**src/rtl/decryption_unit.sv**
```systemverilog
// Two-stage shift-cipher decryption pipeline: alphabet subtract/add (mod 26), bit-rotate, or bypass.
// Optional macro ASCII_MODE_EN makes the mod-26 modes operate on ASCII letters, preserving case.
module decryption_unit #(
  parameter int N = 8  // >= 5, and >= 8 when ASCII_MODE_EN is defined
) (
  input  logic         clock,
  input  logic         rst,
  input  logic         en,
  input  logic [N-1:0] din,
  input  logic [4:0]   shift,
  input  logic [1:0]   direction,
  output logic [N-1:0] dout,
  output logic         v
);

  // Stage-1 registers
  logic [N-1:0] r_din;
  logic [1:0]   r_dir;
  logic [4:0]   r_s26;
  logic [4:0]   r_sn;
  logic         r_vld;

  logic [4:0]   w_s26;
  logic [4:0]   w_sn;
  logic [N-1:0] w_rot;
  logic [N-1:0] w_f;

  // Single correction step is enough because the reduced shift is always below 26.
  function automatic logic [4:0] shift26(input logic [4:0] idx, input logic [4:0] s,
                                         input logic add);
    logic [5:0] t;
    if (add) begin
      t = {1'b0, idx} + {1'b0, s};
      if (t >= 6'd26) t = t - 6'd26;
    end else begin
      t = {1'b0, idx} - {1'b0, s};
      if (t[5]) t = t + 6'd26;
    end
    return t[4:0];
  endfunction

  assign w_s26 = (shift >= 5'd26) ? (shift - 5'd26) : shift;
  assign w_sn  = 5'(32'(shift) % N);

  always_ff @(posedge clock or posedge rst) begin
    if (rst) begin
      r_din <= '0;
      r_dir <= 2'b00;
      r_s26 <= 5'd0;
      r_sn  <= 5'd0;
      r_vld <= 1'b0;
    end else begin
      r_din <= din;
      r_dir <= direction;
      r_s26 <= w_s26;
      r_sn  <= w_sn;
      r_vld <= en;
    end
  end

  // A rotate amount of zero shifts the left term by N, which yields zero: identity.
  assign w_rot = (r_din >> r_sn) | (r_din << (N - 32'(r_sn)));

  always_comb begin
    w_f = r_din;
    case (r_dir)
      2'b00, 2'b10: begin
`ifdef ASCII_MODE_EN
        if (r_din >= N'('h41) && r_din <= N'('h5A))
          w_f = N'('h41) + N'(shift26(5'(r_din - N'('h41)), r_s26, r_dir[1]));
        else if (r_din >= N'('h61) && r_din <= N'('h7A))
          w_f = N'('h61) + N'(shift26(5'(r_din - N'('h61)), r_s26, r_dir[1]));
`else
        if (r_din < N'(26))
          w_f = N'(shift26(r_din[4:0], r_s26, r_dir[1]));
`endif
      end
      2'b01:   w_f = w_rot;
      default: w_f = r_din;
    endcase
  end

  // Output stage: dout only updates for valid symbols so it holds across idle cycles.
  always_ff @(posedge clock or posedge rst) begin
    if (rst) begin
      dout <= '0;
      v    <= 1'b0;
    end else begin
      v <= r_vld;
      if (r_vld) dout <= w_f;
    end
  end

endmodule

```
**config.mk**
```make
export PLATFORM = sky130hd
export DESIGN_NAME = decryption_unit
export DESIGN_NICKNAME = d
export VERILOG_FILES = /design/src/rtl/decryption_unit.sv
export SDC_FILE = /design/constraint.sdc
export NUM_CORES = 1
export LEC_CHECK = 0
export ABC_AREA = 0
export CAP_MARGIN = 30
export CORE_AREA = 10 10 90 84
export DETAILED_ROUTE_END_ITERATION = 10
export DIE_AREA = 0 0 100 94
export SYNTH_ARGS = -nofsm -noshare
export SYNTH_HDL_FRONTEND = slang
export SYNTH_SLANG_ARGS = --single-unit
```
**constraint.sdc**
```tcl
create_clock -name clock -period 2.2 [get_ports clock]
set_input_delay 0.44 -clock clock [delete_from_list [all_inputs] [get_ports clock]]
set_output_delay 0.44 -clock clock [all_outputs]
set_load 0.005 [all_outputs]
```
### Yosys cells after proc, flatten, opt, wreduce, memory -nomap -nowiden

Index checks and enable logic that the tools add are counted.

* reductions and logical operators: 2
* multiplexer cells: 6
* magnitude comparators: 3
* bitwise logic cells: 1
* shift-type cells: 2
* equality and inequality tests: 2
* add/sub/neg operators: 6

Operator list (count)
* $shl A8 B32 Y8: 1
* $mux W5: 4
* $pmux W8 S2: 1
* $sub A5 B5 Y5 const B: 2
* $lt A8 B5 Y1 const B: 1
* $mux W8: 1
* $or A8 B8 Y8: 1
* $shr A8 B3 Y8: 1
* $add A5 B5 Y6: 1
* $ge A6 B5 Y1 const B: 1
* $sub A5 B5 Y6: 1
* $add A5 B5 Y5 const B: 1
* $ge A5 B5 Y1 const B: 1
* $sub A4 B3 Y5 const A: 1
* $eq A2 B1 Y1 const B: 1
* $eq A2 B2 Y1 const B: 1
* $logic_not A2 Y1: 1
* $reduce_or A2 Y1: 1

* word-level logic and storage cells: 29
* register bits after elaboration: 28

### Longest topological paths before layout

Gate-level depths: netlist of the first run.

* depth after elaboration: 6
* mapped depth: 10
* gate-level depth less buffers: 10

### Worst setup path after synthesis of the first run

No wires, ideal clock.

* path type: reg-to-reg
* start point: register r_s26[0] (netlist name)
* end point: register dout[6]
* data arrival time: 2266 ps
* stages on the path, launching flop included: 9
* data required time: 2075 ps
* period minus slack after synthesis: 2391 ps
* library setup time: 125 ps
* setup slack: -191 ps
* cells stage by stage: dfrtp_1 -> clkbuf_1 -> inv_1 -> ha_1 -> buf_1 -> mux2_2 -> o211ai_1 -> a31oi_1 -> mux2_2

RTL lines
* end signal: assignment: line 90 `if (r_vld) dout <= w_f;`
* end: declaration: line 12 `output logic [N-1:0] dout,`

### Final worst setup path of the first run

* start point: register r_din[0]
* end point: register dout[4]

* longest elaborated chain between the ends: 6

RTL lines
* start: declaration: line 17 `logic [N-1:0] r_din;`
* start signal: assignment: line 53 `r_din <= din;`
* $sub A5 B5 Y6 or $add A5 B5 Y6 (tied branches): line 36, 33
* $add A5 B5 Y5 (tied with other cells): line 37 `if (t[5]) t = t + 6'd26;`
* $mux W5, on equally long branches: line 37, 34
* $mux W5: line 32 `if (add) begin`
* $mux W8: line 74 `if (r_din < N'(26))`
* $pmux W8 S2 *: line 66 `case (r_dir)`

Mark *: on every way between the ends. The rest lies on a longest branch, timed or not.
A chain may end at the register's enable or synchronous reset.

==> results by group, run 1 <==
Cells and area
  – Post-layout util: 0.5293
  – Register Area: ~680 um^2
  – Area of the multi-input gates: approximately 1500 um^2
  – Proportion of layout cells with a drive suffix above 1: 0.2525
  – Fill count: approximately 500
  – Nets@finish: 337
  – Antenna diode count: 0
  – Final non-filler cell total: 371
  – Layout Area Growth over Synthesis: 31.77%

Status
  – Failing checks: negative setup slack
  – Status: complete, but fails checks

Routing
  – Number of remaining DRC errors: 0
  – DRC violation total after the first TritonRoute iteration: about 160
  – Total number of vias: a little over 2000
  – DRT Pass-1 Iters: 4
  – Routed Antenna Nets: 0
  – DR WL/cell: 15.70 um
  – Routed vias/inst: around 5.5
  – Drt total wl: 5.824 mm

Critical path
  – Crit path max fanout: 3
  – Crit start category: flop
  – CP Data Arrival Time: between 2000 and 3000 ps
  – Setup CP Type: reg2reg
  – R2R depth: 10
  – Worst reg2reg setup slack: -160 ps
  – CP Capture Type: flop
  – Worst reg2reg endpoint: dout[4]
  – Worst r2r src: r_din[0]
  – Required @ worst endpoint: 2370 ps

Yosys
  – Register area share after synthesis: 0.2988
  – Synth Instances: 247
  – Simple-gate area share of the yosys netlist: 0.1378
  – Synth Register Bits: 27
  – Synth Flop Type: dfrtp_1
  – Compound-cell area share of the yosys netlist: 0.2579
  – Syn. warnings: 0
  – Post-synth top area share: 0.2988
  – Synthesized Nets: about 280
  – EDFF count, synth: 0
  – Post-Synth XOR/XNOR Area: 0.02269
  – Post-Synthesis Cell Area: around 2300 um^2
  – Top post-synthesis cells by count: dfrtp_1 (27), inv_1 (19), nand2_1 (19), o21ai_0 (19), ha_1 (15)
  – Top cell type by total area after synthesis: dfrtp_1
  – Post-synthesis mux area share: 0.1217
  – Adder-cell share of the synthesized area: 0.1007
  – Post-synth ARST share: 1.000
  – Synth cell types: 60
  – Largest family of logic cells by synthesized area: compound AO/OA/AOI/OAI gates
  – Syn_area_per_cell: approximately 9.2 um^2
  – Top cells by area, synth: dfrtp_1 (30%), ha_1 (8.3%), mux2i_1 (6.2%)
  – Count leader, synth: dfrtp_1

GRT
  – Largest net degree at the start of global routing: 28
  – Gr ovfl total: 0
  – Global-route wire length before repair: around 10 mm
  – Number of global-route vias before repair: roughly 2000
  – Tot GR Track Use: 0.1256
  – Initial antenna violation count: 0

CTS
  – CTS buffer count: 3
  – Number of H-tree levels: 1
  – Clk slew on worst S/H paths: 100 ps
  – CTS tree: built
  – Clock Sinks: 27
  – Deepest clock path buffer count: 2
  – CTS Root Cell: clkbuf_8
  – Clk Latency, worst-skew pair: approximately 280 ps
  – Hold_buf cts: 0

Min path
  – Worst hold path type: in2async

Job
  – Max_cap viols: 0

STA
  – Setup TNS: -436.6 ps
  – RSZ-0062 raised after global routing: true
  – Final period utilization: 1.072
  – Final Hold Vio Count: 0
  – Final setup viols: 4
  – Fin Hold WS: 512.5 ps
  – Slew HR: 0.7190
  – Worst-Margin Slew: between 400 and 500 ps
  – Final worst slack: -157.8 ps
  – Max Slew Vio Count: 0
  – Post-layout min period: 2358 ps
  – F_max: 424.1 MHz
  – Clk_skew: 5.977 ps

Placement
  – DP HPWL: about 4.4 mm
  – I/O Buffers: 26
  – Routability cong.: 0.9822
  – DP Cell Count: 364

Die
  – Effective utilization at floorplan: 0.4017
  – Rows: 26
  – Die width: roughly 100 um
  – Die Y: ~94 um
  – Die area: approximately 9400 um^2
  – Core Area: 5628 um^2
  – Ports: 27

Power
  – Power per cell area: 522.2 nW/um^2
  – Peak supply drop: between 200 and 250 uV
  – Static Leak: 1.278 nW
## worst max path at each step
| stage | from | endpoint | slack [ps] | cells after the start |
|---|---|---|---|---|
| final | r_din[0] | dout[4] | -160 | 10 |
| after global routing | r_din[0] | dout[4] | -250 | 10 |
| after CTS | r_s26[0] | dout[4] | -200 | 8 |
| after detailed placement | r_din[0] | dout[4] | -210 | 10 |
| after global placement | r_din[0] | dout[4] | -150 | 10 |
| after floorplan | r_din[0] | dout[2] | -100 | 8 |
## report_power, final
| group | total (W) | switching [W] | leakage [nW] | internal (W) |
|---|---|---|---|---|
| combinational | 0.000689 | 0.000325 | 0.937 | 0.000364 |
| sequential | 0.000574 | 0.0000376 | 0.316 | 0.000537 |
| clock | 0.000293 | 0.000165 | 0.0255 | 0.000127 |
## repair_timing
item                       CTS  global route
gates resized for setup      5            18
setup buffers                1             2
pin swaps                    1             7
setup endpoints to repair    4             5
## logic make-up after synthesis
kind of cell	after synthesis
AOI/OAI and AO/OA	79
and+or+nand+nor	63
muxes	23
DFF	27
buffers and inverters	33
xor gates and xnor gates	5
adders and majority gates	17
## per-layer routing
metal  wire length [um]  track usage
met4                 22      0.01765
met1               2792       0.1778
met2               2720       0.1929
met3                288      0.02943
met5                  0            0
## metrics by stage
stage / power (W) / cell area [um^2] / setup slack [ps]
after detailed placement: 0.001221 / 2815 / -214.5
after CTS: 0.001526 / 2889 / -199.8
after global placement: 0.001216 / 2815 / -149.7
after floorplan: 0.0009731 / 2277 / -95.88
after global routing: 0.001669 / 2979 / -251.4
final: 0.001556 / 2979 / -157.8
## sequential cells by signal, summed over array words and instances, names as in the netlist
signal  count
v           1
r_vld       1
r_s26       5
r_dir       2
r_sn        2
r_din       8
dout        8
## worst max-delay path, stage by stage, from the launching register on
cell,delay (ps)
dfrtp_1,440
inv_2,90
ha_4,130
inv_2,40
fa_2,340
and3_4,170
or3_1,320
and3_1,150
mux2i_1,150
o311ai_1,120
a221o_1,310
## placed cells by master (no fill, tap or decap), types with 3 or more instances in the layout
| cell type | n |
|---|---|
| buf_4 | 35 |
| dfrtp_1 | 26 |
| clkdlybuf4s50_1 | 26 |
| nand2_1 | 19 |
| inv_1 | 17 |
| o21ai_0 | 17 |
| nor2_1 | 13 |
| mux2i_1 | 12 |
| ha_1 | 12 |
| a21oi_1 | 9 |
| o211ai_1 | 8 |
| mux2_2 | 6 |
| nor3_1 | 6 |
| a31oi_1 | 4 |
| nand3_1 | 4 |
| nor2b_1 | 3 |
| inv_2 | 3 |
| a21boi_0 | 3 |
| o21a_1 | 3 |
| mux4_2 | 3 |
| o31a_1 | 3 |
| o21ai_1 | 3 |
| a211oi_1 | 3 |
| nand3b_1 | 3 |
| ha_4 | 3 |
| clkbuf_8 | 3 |
## final cells by class
type                    instances  area share
inverters                      20     0.02520
repair buffers                 63      0.1831
clock inverters                 1    0.001680
well taps                      70     0.02940
clock buffers                   3     0.01386
flip-flops and latches         27      0.2272
multi-input cells             187      0.5195
Power figures use the tool's default switching activity.
==> run 2: changes to the inputs <==
Settings changed: CORE_AREA 10 10 90 84 to 10 10 78 97, DIE_AREA 0 0 100 94 to 0 0 88 107, RECOVER_POWER set to 100.
==> results by group, run 2 (same netlist as run 1, synthesis figures left out) <==
Cells and area
  – Area of the multi-input gates: 1529 um^2
  – Layout Area Growth over Synthesis: 31.88%
  – Fill count: between 500 and 600
  – Fin area: 2982 um^2
  – Proportion of layout cells with a drive suffix above 1: 0.2426
  – Commonest cells after routing, fill and taps aside: buf_4 (38), dfrtp_1 (27), dlygate4sd3_1 (23), nand2_1 (19)
  – Nets@finish: around 340
  – Antenna diode count: 0
  – Most common cell after layout, fill and taps aside: buf_4
  – Leading registers by flop count: dout: 8 flops, r_din: 8 flops, r_s26: 5 flops
  – Register Area: approximately 680 um^2

Power
  – Power per cell area: about 520 nW/um^2
  – Peak supply drop: approximately 250 uV
  – Static Leak: between 1 and 1.5 nW
  – Total power draw: about 0.0016 W

GRT
  – Tot GR Track Use: 0.1340
  – Global-route wire length before repair: a little over 10 mm
  – Largest net degree at the start of global routing: 28
  – Number of global-route vias before repair: roughly 2100
  – Initial antenna violation count: 0
  – Gr ovfl total: 0

CTS
  – CTS Root Cell: clkbuf_8
  – Number of H-tree levels: 1
  – CTS tree: built
  – Clk Latency, worst-skew pair: 280 ps
  – CTS buffer count: 3
  – Deepest clock path buffer count: 2
  – Clk slew on worst S/H paths: around 100 ps
  – Clock Sinks: 27
  – Hold_buf cts: 0

Min path
  – HP Start: dout[5]
  – Worst hold path type: reg2reg
  – Hold path endpoint: dout[5]
  – Hold Path Depth: 1

Routing
  – DRT Pass-1 Iters: 4
  – Routed Antenna Nets: 0
  – Drt total wl: ~6.2 mm
  – Routed vias/inst: 5.642
  – DRC violation total after the first TritonRoute iteration: ~220
  – Number of remaining DRC errors: 0
  – Total number of vias: about 2100
  – DR WL/cell: 16.60 um

Critical path
  – Crit path max fanout: 3
  – Required @ worst endpoint: roughly 2400 ps
  – CP Capture Type: flop
  – Setup CP Type: reg2reg
  – R2R depth: 10
  – Worst r2r src: r_din[0]
  – Crit start category: flop
  – Worst reg2reg setup slack: -120 ps
  – CP Data Arrival Time: 2500 ps
  – Worst reg2reg endpoint: dout[4]

Placement
  – I/O Buffers: 26
  – Routability cong.: 0.9005
  – DP Area: roughly 2800 um^2
  – DP HPWL: roughly 4.8 mm

STA
  – Setup TNS: -400.1 ps
  – Post-layout min period: ~2300 ps
  – Max Slew Vio Count: 0
  – Worst-Margin Slew: 1448 ps
  – Final worst slack: -123.8 ps
  – Final period utilization: 1.056
  – RSZ-0062 raised after global routing: true
  – F_max: 430.3 MHz
  – Final setup viols: 5
  – Final Hold Vio Count: 0
  – Slew HR: 0.03436
  – Clk_skew: 9.379 ps

Die
  – Die width: between 80 and 90 um
  – Die area: between 9000 and 10000 um^2
  – Ports: 27
  – Die Y: roughly 110 um
  – Effective utilization at floorplan: 0.3965
  – Core Area: about 5700 um^2
  – Rows: 31

Status
  – Failing checks: negative setup slack
  – Status: complete, but fails checks

Job
  – Max_cap viols: 0
-- run 2: changes by cell type in the layout (fill, tap and decap cells not counted), sizes merged --
cell	change
buf	+2
clkbuf	+2
clkdlybuf4s50	-23
clkinv	-1
dlygate4sd3	+23
inv	+1
-- run 2: layout make-up --
| class | instances | area share |
|---|---|---|
| clock buffer | 3 | 0.01385 |
| clock inverter | 1 | 0.002937 |
| tap | 66 | 0.02770 |
| sequential | 27 | 0.2266 |
| multi-input combinational | 187 | 0.5128 |
| timing repair buffer | 67 | 0.1909 |
| inverter | 20 | 0.02518 |
-- run 2: how the worst max path moves through the flow --
| stage | from | end | slack, ps |
|---|---|---|---|
| CTS | r_din[0] | dout[4] | -120 |
| detailed placement | r_s26[0] | dout[4] | -190 |
| finish | r_din[0] | dout[4] | -120 |
| global route | r_din[0] | dout[4] | -230 |
| floorplan | r_din[0] | dout[2] | -100 |
| global placement | r_s26[0] | dout[4] | -120 |
-- run 2: power breakdown --
group	switching [W]	internal, W
Sequential	0.0000379	0.000536
Combinational	0.000331	0.000354
Clock	0.000169	0.000133
Total	0.000537	0.00102
-- run 2: timing repair --
item / 4_1_cts / 5_1_grt
gates cloned: 0 / 0
gates resized for setup: 9 / 7
pin swaps: 10 / 1
setup buffers: 4 / 0
endpoints found under the setup margin: 4 / 6
-- run 2: stage by stage --
step,std cells,util,worst slack (ps),hold slack [ps]
floorplan,247,-,-95.88,411.5
global placement,363,0.4968,-116.7,489.9
detailed placement,363,0.4968,-192.7,504.2
CTS,371,0.5166,-124.0,523.7
global route,371,0.5229,-228.8,533.2
finish,371,0.5229,-123.8,510.4
-- run 2: worst max-delay path, cell delays in order, from the launching register on --
cell and delay (ps):
dfrtp_1 410, inv_1 60, ha_2 180, inv_2 40, fa_2 340, and3_4 170, or3_1 320, and3_1 150
mux2i_1 140, o311ai_1 120, a221o_1 300
-- run 2: per-layer routing --
| metal | routed length (um) | vias up | track usage |
|---|---|---|---|
| li1 | - | 1032 | - |
| met1 | 2599 | 992 | 0.1619 |
| met2 | 3195 | 63 | 0.2333 |
| met3 | 309 | 6 | 0.02727 |
| met4 | 56 | 0 | 0.03311 |
| met5 | 0 | - | 0 |
==> run 3: changes to the inputs <==
Settings changed: RECOVER_POWER 100 to not set, SLEW_MARGIN set to 20.
==> results by group, run 3 (same netlist as run 1, synthesis figures left out) <==
Cells and area
  – Commonest cells after routing, fill and taps aside: buf_4 (39), dfrtp_1 (27), clkdlybuf4s50_1 (26), nand2_1 (19)
  – Nets@finish: 341
  – Fin area: 2992 um^2
  – Most common cell after layout, fill and taps aside: buf_4
  – Final non-filler cell total: between 300 and 400
  – Leading registers by flop count: dout: 8 flops, r_din: 8 flops, r_s26: 5 flops
  – Layout Area Growth over Synthesis: 32.32%
  – Proportion of layout cells with a drive suffix above 1: 0.2459
  – Antenna diode count: 0

Placement
  – I/O Buffers: 26
  – DP HPWL: 4.785 mm
  – Routability cong.: 0.9005
  – DP Area: between 2000 and 3000 um^2
  – DP Cell Count: roughly 360

STA
  – Worst-Margin Slew: around 500 ps
  – RSZ-0062 raised after global routing: true
  – Final period utilization: 1.054
  – Final Hold Vio Count: 0
  – Post-layout min period: 2319 ps
  – Final setup viols: 4
  – Slew HR: 0.6677
  – Setup TNS: -340.1 ps
  – Clk_skew: slightly above 10 ps
  – Max Slew Vio Count: 0
  – Final worst slack: -118.7 ps
  – F_max: approximately 430 MHz
  – Fin Hold WS: between 500 and 600 ps

Routing
  – Number of remaining DRC errors: 0
  – Total number of vias: roughly 2100
  – Wl on met1: ~2.6 mm
  – DR WL/cell: between 15 and 20 um
  – Met2 WL: 3.143 mm
  – Routed Antenna Nets: 0
  – Met3 wire length: between 300 and 400 um
  – Top sig layer: met4
  – Routed vias/inst: ~5.6
  – Drt total wl: ~6.2 mm
  – DRC violation total after the first TritonRoute iteration: about 180
  – DRT Pass-1 Iters: 4

Critical path
  – Crit start category: flop
  – CP Data Arrival Time: between 2000 and 3000 ps
  – Crit path max fanout: 3
  – Setup CP Type: reg2reg
  – CP Capture Type: flop
  – Required @ worst endpoint: approximately 2400 ps

Die
  – Die width: approximately 90 um
  – Die Y: about 110 um
  – Core Area: around 5700 um^2
  – Effective utilization at floorplan: 0.3965
  – Die area: 9416 um^2
  – Ports: 27
  – Rows: 31

Status
  – Failing checks: negative setup slack
  – Status: complete, but fails checks

CTS
  – CTS Root Cell: clkbuf_8
  – Hold_buf cts: 0
  – Deepest clock path buffer count: 2
  – Clk slew on worst S/H paths: ~100 ps
  – CTS tree: built
  – Clk Latency, worst-skew pair: 280 ps
  – Clock Sinks: 27
  – CTS buffer count: 3
  – Number of H-tree levels: 1

GRT
  – Number of global-route vias before repair: ~2100
  – Tot GR Track Use: 0.1340
  – Gr ovfl total: 0
  – Largest net degree at the start of global routing: 28
  – Global-route wire length before repair: around 10 mm
  – Initial antenna violation count: 0

Power
  – Flop pwr share: 0.364
  – Switching power: ~0.00054 W
  – Static Leak: 1.295 nW
  – Clock Power Share: 0.192
  – Peak supply drop: between 200 and 250 uV
  – Switch share: 0.3418
  – Internal power: ~0.0010 W
  – Logic pwr share: 0.444
  – Total power draw: 0.001581 W
  – Power per cell area: 528.5 nW/um^2

Min path
  – Worst hold path type: in2async

Job
  – Max_cap viols: 0
==> run 3: power groups by stage <==
stage / logic (W) / registers (W) / clock network (W)
final: 0.000702 / 0.000576 / 0.000304
after global routing: 0.000771 / 0.000584 / 0.000333
after CTS: 0.000679 / 0.000576 / 0.000312
after detailed placement: 0.000653 / 0.000587 / 0
after floorplan: 0.000395 / 0.000579 / 0
after global placement: 0.000647 / 0.000587 / 0
==> run 3: worst paths after layout <==
kind	end	depth (start not counted)	slack, ps	from
max in group asynchronous	r_din[4]	3	1430	rst
min reg2reg	dout[5]	1	520	dout[5]
max	dout[4]	10	-120	r_din[0]
min in group clock	dout[5]	1	520	dout[5]
max reg2reg	dout[4]	10	-120	r_din[0]
min	dout[0]	3	510	rst
==> run 3: cell type report <==
cell class              instances  area [um^2]
clock inverters                 1        8.758
well taps                      66        82.58
multi-input cells             187         1529
flip-flops and latches         27        675.6
clock buffers                   3        41.29
fillers                       522         2710
inverters                      20        75.07
repair buffers                 67        579.3
==> run 3: worst max-delay path, stage by stage, from the launching register on <==
cell,delay [ps]
dfrtp_1,410
inv_1,60
ha_2,180
inv_2,40
fa_2,340
and3_4,170
or3_1,310
and3_1,150
mux2i_1,140
o311ai_1,120
a221o_1,300
==> run 3: per-layer routing <==
layer,GRT usage,vias to the layer above
met5,0,-
met4,0.03311,0
met3,0.02727,9
met2,0.2333,62
met1,0.1619,984
li1,-,1028
==> run 3: through the flow <==
step                setup slack, ps  utilization
global placement             -116.7       0.4968
floorplan                    -95.88            -
finish                       -118.7       0.5247
CTS                          -124.0       0.5166
global route                 -228.8       0.5247
detailed placement           -192.7       0.4968
==> run 3: timing repair <==
action | 4_1_cts | 5_1_grt
setup endpoints to repair | 4 | 6
pin swaps | 10 | 1
buffers inserted | 4 | 0
resized for setup | 9 | 7
cloned | 0 | 0
hold endpoints to repair | 0 | 0
